[src/rtl/pipeline_pkg.sv]
// Shared definitions for the pipeline hazard control.
//   FWD_RF / FWD_MEM / FWD_WB : forward-select encodings for the execute operands
//   state_t                   : memory-freeze FSM states
//   hazard_ctl_t              : bundle of stage-register stall/flush controls
package pipeline_pkg;

  localparam logic [1:0] FWD_RF  = 2'b00;  // operand from register file
  localparam logic [1:0] FWD_MEM = 2'b10;  // operand from ALU result in M
  localparam logic [1:0] FWD_WB  = 2'b01;  // operand from result in W

  typedef enum logic {
    RUN      = 1'b0,
    MEM_WAIT = 1'b1
  } state_t;

  typedef struct packed {
    logic stall_f;
    logic stall_d;
    logic stall_e;
    logic stall_m;
    logic flush_d;
    logic flush_e;
    logic flush_w;
  } hazard_ctl_t;

endpackage

[src/rtl/forward_sel.sv]
// Forward-select for one execute-stage operand.
//   i_rs_e                  : execute-stage source register
//   i_rd_m, i_reg_write_m   : memory-stage destination / write enable
//   i_rd_w, i_reg_write_w   : writeback-stage destination / write enable
//   o_sel                   : FWD_MEM, FWD_WB or FWD_RF (M wins over W)
module forward_sel
  import pipeline_pkg::*;
#(
  parameter int REG_ADDR_W = 5
) (
  input  logic [REG_ADDR_W-1:0] i_rs_e,
  input  logic [REG_ADDR_W-1:0] i_rd_m,
  input  logic                  i_reg_write_m,
  input  logic [REG_ADDR_W-1:0] i_rd_w,
  input  logic                  i_reg_write_w,
  output logic [1:0]            o_sel
);

  logic w_match_m;
  logic w_match_w;

  // x0 is hard-wired zero, so a write to it never produces a forwardable value.
  assign w_match_m = i_reg_write_m && (i_rd_m != '0) && (i_rd_m == i_rs_e);
  assign w_match_w = i_reg_write_w && (i_rd_w != '0) && (i_rd_w == i_rs_e);

  always_comb begin
    // NOTE: default first so every path assigns o_sel and no latch is inferred.
    o_sel = FWD_RF;
    if (w_match_m) begin
      o_sel = FWD_MEM;  // younger result takes priority
    end else if (w_match_w) begin
      o_sel = FWD_WB;
    end
  end

endmodule

[src/rtl/hazard_ctrl_unit.sv]
// Hazard control for the 5-stage pipeline: forwarding, load-use / RAW stall,
// branch flush, data-memory freeze with watchdog, and stall/flush counters.
//   clk, rst                      : clock, synchronous active-high reset
//   rs1_d, rs2_d                  : decode-stage sources
//   rs1_e, rs2_e, rd_e            : execute-stage sources / destination
//   reg_write_e, load_e, pc_src_e : execute write enable, load flag, taken branch
//   rd_m, reg_write_m             : memory-stage destination / write enable
//   rd_w, reg_write_w             : writeback-stage destination / write enable
//   mem_busy_m                    : memory-stage access not yet complete
//   forward_a_e, forward_b_e      : execute operand forward selects
//   stall_f/d/e/m, flush_d/e/w    : stage-register controls
//   mem_timeout                   : sticky watchdog flag
//   stall_cnt, flush_cnt          : saturating event counters
module hazard_ctrl_unit
  import pipeline_pkg::*;
#(
  parameter int REG_ADDR_W = 5,
  parameter int FWD_EN     = 1,
  parameter int CNT_W      = 16,
  parameter int TIMEOUT    = 255
) (
  input  logic                  clk,
  input  logic                  rst,
  input  logic [REG_ADDR_W-1:0] rs1_d,
  input  logic [REG_ADDR_W-1:0] rs2_d,
  input  logic [REG_ADDR_W-1:0] rs1_e,
  input  logic [REG_ADDR_W-1:0] rs2_e,
  input  logic [REG_ADDR_W-1:0] rd_e,
  input  logic                  reg_write_e,
  input  logic                  load_e,
  input  logic                  pc_src_e,
  input  logic [REG_ADDR_W-1:0] rd_m,
  input  logic                  reg_write_m,
  input  logic [REG_ADDR_W-1:0] rd_w,
  input  logic                  reg_write_w,
  input  logic                  mem_busy_m,
  output logic [1:0]            forward_a_e,
  output logic [1:0]            forward_b_e,
  output logic                  stall_f,
  output logic                  stall_d,
  output logic                  stall_e,
  output logic                  stall_m,
  output logic                  flush_d,
  output logic                  flush_e,
  output logic                  flush_w,
  output logic                  mem_timeout,
  output logic [CNT_W-1:0]      stall_cnt,
  output logic [CNT_W-1:0]      flush_cnt
);

  localparam int BUSY_W = (TIMEOUT > 0) ? $clog2(TIMEOUT + 1) : 1;
  localparam logic [BUSY_W-1:0] BUSY_MAX = BUSY_W'(TIMEOUT);

  // ---------------------------------------------------------------------------
  // Forwarding
  // ---------------------------------------------------------------------------
  logic [1:0] w_fwd_a;
  logic [1:0] w_fwd_b;

  forward_sel #(.REG_ADDR_W(REG_ADDR_W)) u_fwd_a (
    .i_rs_e        (rs1_e),
    .i_rd_m        (rd_m),
    .i_reg_write_m (reg_write_m),
    .i_rd_w        (rd_w),
    .i_reg_write_w (reg_write_w),
    .o_sel         (w_fwd_a)
  );

  forward_sel #(.REG_ADDR_W(REG_ADDR_W)) u_fwd_b (
    .i_rs_e        (rs2_e),
    .i_rd_m        (rd_m),
    .i_reg_write_m (reg_write_m),
    .i_rd_w        (rd_w),
    .i_reg_write_w (reg_write_w),
    .o_sel         (w_fwd_b)
  );

  assign forward_a_e = ((FWD_EN != 0) && !rst) ? w_fwd_a : FWD_RF;
  assign forward_b_e = ((FWD_EN != 0) && !rst) ? w_fwd_b : FWD_RF;

  // ---------------------------------------------------------------------------
  // Decode-stage dependency detection
  // ---------------------------------------------------------------------------
  logic w_dep_e;     // a decode source matches the execute destination
  logic w_dep_m;     // a decode source matches the memory destination
  logic w_load_use;
  logic w_raw_stall;

  assign w_dep_e = reg_write_e && (rd_e != '0) && ((rd_e == rs1_d) || (rd_e == rs2_d));
  assign w_dep_m = reg_write_m && (rd_m != '0) && ((rd_m == rs1_d) || (rd_m == rs2_d));

  assign w_load_use = load_e && w_dep_e;
  // Without forwarding every in-flight producer ahead of decode must drain;
  // W needs no stall because the register file writes before it reads.
  assign w_raw_stall = (FWD_EN == 0) && (w_dep_e || w_dep_m);

  // ---------------------------------------------------------------------------
  // Freeze FSM and stall/flush priority
  // ---------------------------------------------------------------------------
  state_t      r_state;
  state_t      w_state_nxt;
  hazard_ctl_t w_ctl;

  always_ff @(posedge clk) begin
    // NOTE: sequential state uses non-blocking assignments so every register
    // samples pre-edge values regardless of statement order.
    if (rst) begin
      r_state <= RUN;
    end else begin
      r_state <= w_state_nxt;
    end
  end

  always_comb begin
    w_state_nxt = r_state;
    w_ctl       = '0;

    case (r_state)
      RUN:      if (mem_busy_m)  w_state_nxt = MEM_WAIT;
      MEM_WAIT: if (!mem_busy_m) w_state_nxt = RUN;
      default:  w_state_nxt = RUN;
    endcase

    if (rst) begin
      w_ctl = '0;
    end else if (mem_busy_m) begin
      // Freeze straight from the input so the first busy cycle already holds.
      // A taken branch in E stays pending in the frozen E register and is
      // acted on once memory releases.
      w_ctl.stall_f = 1'b1;
      w_ctl.stall_d = 1'b1;
      w_ctl.stall_e = 1'b1;
      w_ctl.stall_m = 1'b1;
      w_ctl.flush_w = 1'b1;
    end else if (pc_src_e) begin
      // The decode instruction is discarded, so its dependencies are moot.
      w_ctl.flush_d = 1'b1;
      w_ctl.flush_e = 1'b1;
    end else if (w_load_use || w_raw_stall) begin
      w_ctl.stall_f = 1'b1;
      w_ctl.stall_d = 1'b1;
      w_ctl.flush_e = 1'b1;
    end
  end

  assign stall_f = w_ctl.stall_f;
  assign stall_d = w_ctl.stall_d;
  assign stall_e = w_ctl.stall_e;
  assign stall_m = w_ctl.stall_m;
  assign flush_d = w_ctl.flush_d;
  assign flush_e = w_ctl.flush_e;
  assign flush_w = w_ctl.flush_w;

  // ---------------------------------------------------------------------------
  // Watchdog: busy_cnt tracks consecutive cycles committed to MEM_WAIT, so it
  // equals TIMEOUT right after the TIMEOUT-th busy cycle.
  // ---------------------------------------------------------------------------
  logic [BUSY_W-1:0] r_busy_cnt;
  logic [BUSY_W-1:0] w_busy_cnt_nxt;
  logic              r_mem_timeout;

  always_comb begin
    w_busy_cnt_nxt = '0;
    if (w_state_nxt == MEM_WAIT) begin
      w_busy_cnt_nxt = (r_busy_cnt == BUSY_MAX) ? r_busy_cnt : r_busy_cnt + BUSY_W'(1);
    end
  end

  always_ff @(posedge clk) begin
    if (rst) begin
      r_busy_cnt    <= '0;
      r_mem_timeout <= 1'b0;
    end else begin
      r_busy_cnt <= w_busy_cnt_nxt;
      if ((TIMEOUT != 0) && (w_busy_cnt_nxt == BUSY_MAX)) begin
        r_mem_timeout <= 1'b1;
      end
    end
  end

  assign mem_timeout = r_mem_timeout;

  // ---------------------------------------------------------------------------
  // Saturating performance counters
  // ---------------------------------------------------------------------------
  logic [CNT_W-1:0] r_stall_cnt;
  logic [CNT_W-1:0] r_flush_cnt;

  always_ff @(posedge clk) begin
    if (rst) begin
      r_stall_cnt <= '0;
      r_flush_cnt <= '0;
    end else begin
      if (w_ctl.stall_f && (r_stall_cnt != '1)) begin
        r_stall_cnt <= r_stall_cnt + CNT_W'(1);
      end
      if (w_ctl.flush_d && (r_flush_cnt != '1)) begin
        r_flush_cnt <= r_flush_cnt + CNT_W'(1);
      end
    end
  end

  assign stall_cnt = r_stall_cnt;
  assign flush_cnt = r_flush_cnt;

endmodule

[config.mk]
export PLATFORM = sky130hd
export DESIGN_NAME = hazard_ctrl_unit
export DESIGN_NICKNAME = d
export VERILOG_FILES = /design/src/rtl/pipeline_pkg.sv /design/src/rtl/forward_sel.sv /design/src/rtl/hazard_ctrl_unit.sv
export SDC_FILE = /design/constraint.sdc
export NUM_CORES = 1
export LEC_CHECK = 0
export ABC_AREA = 1
export CORE_MARGIN = 4
export CORE_UTILIZATION = 42
export CTS_BUF_LIST = sky130_fd_sc_hd__clkbuf_8
export DETAILED_ROUTE_END_ITERATION = 8
export PLACE_DENSITY = 0.79
export SLEW_MARGIN = 20
export SYNTH_ARGS = -nofsm -noshare
export SYNTH_HDL_FRONTEND = slang
export SYNTH_SLANG_ARGS = --single-unit
[constraint.sdc]
create_clock -name clk -period 1.8 [get_ports clk]
set_input_delay 0.36 -clock clk [delete_from_list [all_inputs] [get_ports clk]]
set_output_delay 0.36 -clock clk [all_outputs]
set_load 0.02 [all_outputs]
==> flow_metrics.tcl <==
set metrics [dict create \
    grt_max_degree 21 \
    status "completed" \
    total_power_mw 2.107 \
    num_io_pins 87 \
    ys_types 34 \
    detail_route.wirelength_um 8609 \
    antenna_left 0 \
    syn_inst 433 \
    rows 29 \
    drt_iter0_markers 156 \
    gr-total-overflow 0 \
    initial_core_util_pct 43.95 \
    synthMuxAreaShare_pct 0 \
    worstMarginPinSlew_ns 0.3593 \
    die_area_um2 8096 \
    grt_pass1_wl_um 14300 \
    synth_top_family_by_area "simple AND/OR/NAND/NOR gates" \
    avgSynthCellArea_um2 6.519 \
    peakVddDrop_mv 0.2778 \
    slew_viol_final 0 \
    cts_tree "yes" \
    finalHoldViolCount 0 \
    min_path_type "register to register" \
    syn-num-nets 479 \
    clkSinkCount 41 \
    core_um2 6422 \
    fmax_mhz 566.7 \
    cap_viol_max_count 0 \
    ys_seq_area_share_pct 29.08 \
    powerDensity_nw_per_um2 491.2 \
    vias 3280 \
    dp_hpwl_um 6471 \
    die_width_um 89.98 \
    synth_fa_ha_area_share_pct 1.330 \
    postCtsHoldBufs 0 \
    antennaDiodeCount 0 \
    critical_path.max_fanout 3 \
    dp_cells 629 \
    crit_type "primary input to output port" \
    clkTransAtPathRegs_ns 0.08 \
    period_share_pct 98.03 \
    fin_worst_skew_ns 0.007627 \
    final_common_cell "nand2_1" \
    synth-xor-area-share_pct 11.17 \
    fin_cells 643 \
    netlist_area_um2 2823 \
    final_nets 611 \
    globalplace.congestion 0.8873 \
    firstDrtPassIters 4 \
    worstSetupEndpointType "output port" \
    layout-drive-gt1-share_pct 28.45 \
    wl_per_cell_um 13.39 \
    yosys.area_share.simple_pct 38.70 \
    port_buffers 86 \
    layout_common_cells "92 x nand2_1, 56 x buf_4, 43 x nor2_1, 42 x nand3_1, 40 x dfxtp_1" \
    power.static_leakage_nw 1.866 \
    grt_setup_unrepaired "yes" \
    clk_latency_ns 0.30 \
    period_minus_slack_ns 1.765 \
    ys_warn_count 0 \
    drc 0 \
    grt_pass1_vias 3208 \
    grt_usage_pct 20.70 \
    setup_violations 0 \
    syn2layout_area_growth_pct 51.95 \
    required_ns 1.44 \
    cts_max_level 2 \
    whs_ns 0.4496 \
    cp.arrival_ns 1.40 \
    worst_slack_ns 0.03544 \
    synth_compound_area_share_pct 9.619 \
    numCtsBuffers 5 \
    antenna_found_initial 0 \
    slew_headroom_pct 75.83 \
    cts_root_buf "clkbuf_8" \
    clock_path_buffers 2 \
    die_h_um 89.98 \
    viasPerCell 5.101 \
    critPathLaunchType "primary input" \
    place_ws_ns -0.8628 \
    synth-seq-cells 41 \
]
==> metrics by stage <==
stage	instance area, µm²	setup TNS [ns]	util (%)
2_1_floorplan	2830	0	-
3_3_place_gp	4046	-17.33	63.00
3_5_place_dp	4046	-18.97	63.00
4_1_cts	4123	0	64.19
5_1_grt	4289	-0.04870	66.78
6_report	4289	0	66.78
==> Yosys cell counts <==
library cell / instances / area share, %
nor3_1: 12 / 2.1
buf_2: 3 / 0.53
inv_2: 7 / 0.93
a21oi_2: 3 / 0.93
o21a_1: 2 / 0.53
nand3_1: 45 / 8.0
o21ai_1: 1 / 0.18
nand2_4: 1 / 0.40
clkbuf_1: 4 / 0.53
dfxtp_1: 41 / 29
o21ai_0: 10 / 1.8
nor2_1: 49 / 6.5
a21oi_1: 31 / 5.5
nand4_4: 1 / 0.75
buf_4: 3 / 0.80
ha_1: 3 / 1.3
nand4_1: 7 / 1.6
xor2_1: 17 / 5.3
nor2_2: 3 / 0.66
inv_1: 46 / 6.1
buf_6: 3 / 1.2
nand3_2: 1 / 0.35
nor2_4: 2 / 0.80
nand3b_1: 3 / 0.80
o22ai_1: 1 / 0.22
nor4_1: 7 / 1.6
or2_2: 2 / 0.44
xnor2_1: 19 / 5.9
o211ai_1: 1 / 0.27
nand2_1: 97 / 13
nand2_2: 4 / 0.89
nor3b_1: 1 / 0.27
a31oi_1: 1 / 0.22
nor3_2: 2 / 0.71
==> critical path, cell delays in order <==
cell,delay [ns]
clkdlybuf4s15_2,0.20
xor2_1,0.18
nor4_4,0.33
inv_1,0.09
nor2_1,0.10
buf_4,0.15
==> state kept, by name (all words and copies together), names as in the netlist <==
signal and count:
stall_cnt 16, flush_cnt 16, r_busy_cnt 8, mem_timeout 1
==> cell type report <==
type | count | area [µm²]
fillers | 547 | 2133
multi-input cells | 326 | 1898
repair buffers | 138 | 1151
flip-flops and latches | 41 | 822.0
inverters | 53 | 201.4
well taps | 77 | 96.34
clock buffers | 6 | 82.58
clock inverters | 2 | 37.54
==> kinds of logic (layout without fill, tap and decap cells) <==
logic type / Yosys count / count (layout)
AO/OA/AOI/OAI: 50 / 50
XOR/XNOR: 36 / 36
adder cells (fa/ha/maj): 3 / 3
buffers and inverters: 66 / 199
flip-flops: 41 / 41
AND/OR/NAND/NOR: 237 / 237
==> repair_timing <==
action,4_1_cts,5_1_grt
setup endpoints to repair,39,32
setup buffers,4,2
hold endpoints to repair,0,0
pin swaps,29,25
gates resized for setup,153,71
==> metal layers <==
layer	part of all wire (%)	wire [µm]	up-vias	track usage, %
met5	0	0	-	0
met4	2.8	241	0	8.163
met3	3.0	262	24	3.422
met2	51	4366	81	37.22
met1	43	3739	1508	24.50
li1	-	-	1667	-
==> report_power, final <==
part	leakage [nW]	switching [mW]	internal [mW]
clock	0.0574	0.338	0.451
combinational	1.48	0.211	0.189
sequential	0.331	0.00439	0.913
total	1.87	0.553	1.55
==> path summary, 6_finish.rpt <==
| check | cells past startpoint | end | from | slack [ns] |
|---|---|---|---|---|
| worst max-delay path | 6 | forward_a_e[1] | rs1_e[3] | 0.04 |
| worst min-delay path | 2 | mem_timeout | mem_timeout | 0.45 |
| worst max register to register | 7 | flush_cnt[9] | flush_cnt[2] | 0.17 |
| worst min register to register | 2 | mem_timeout | mem_timeout | 0.45 |
Note: power is estimated with default switching activity, not from simulation.
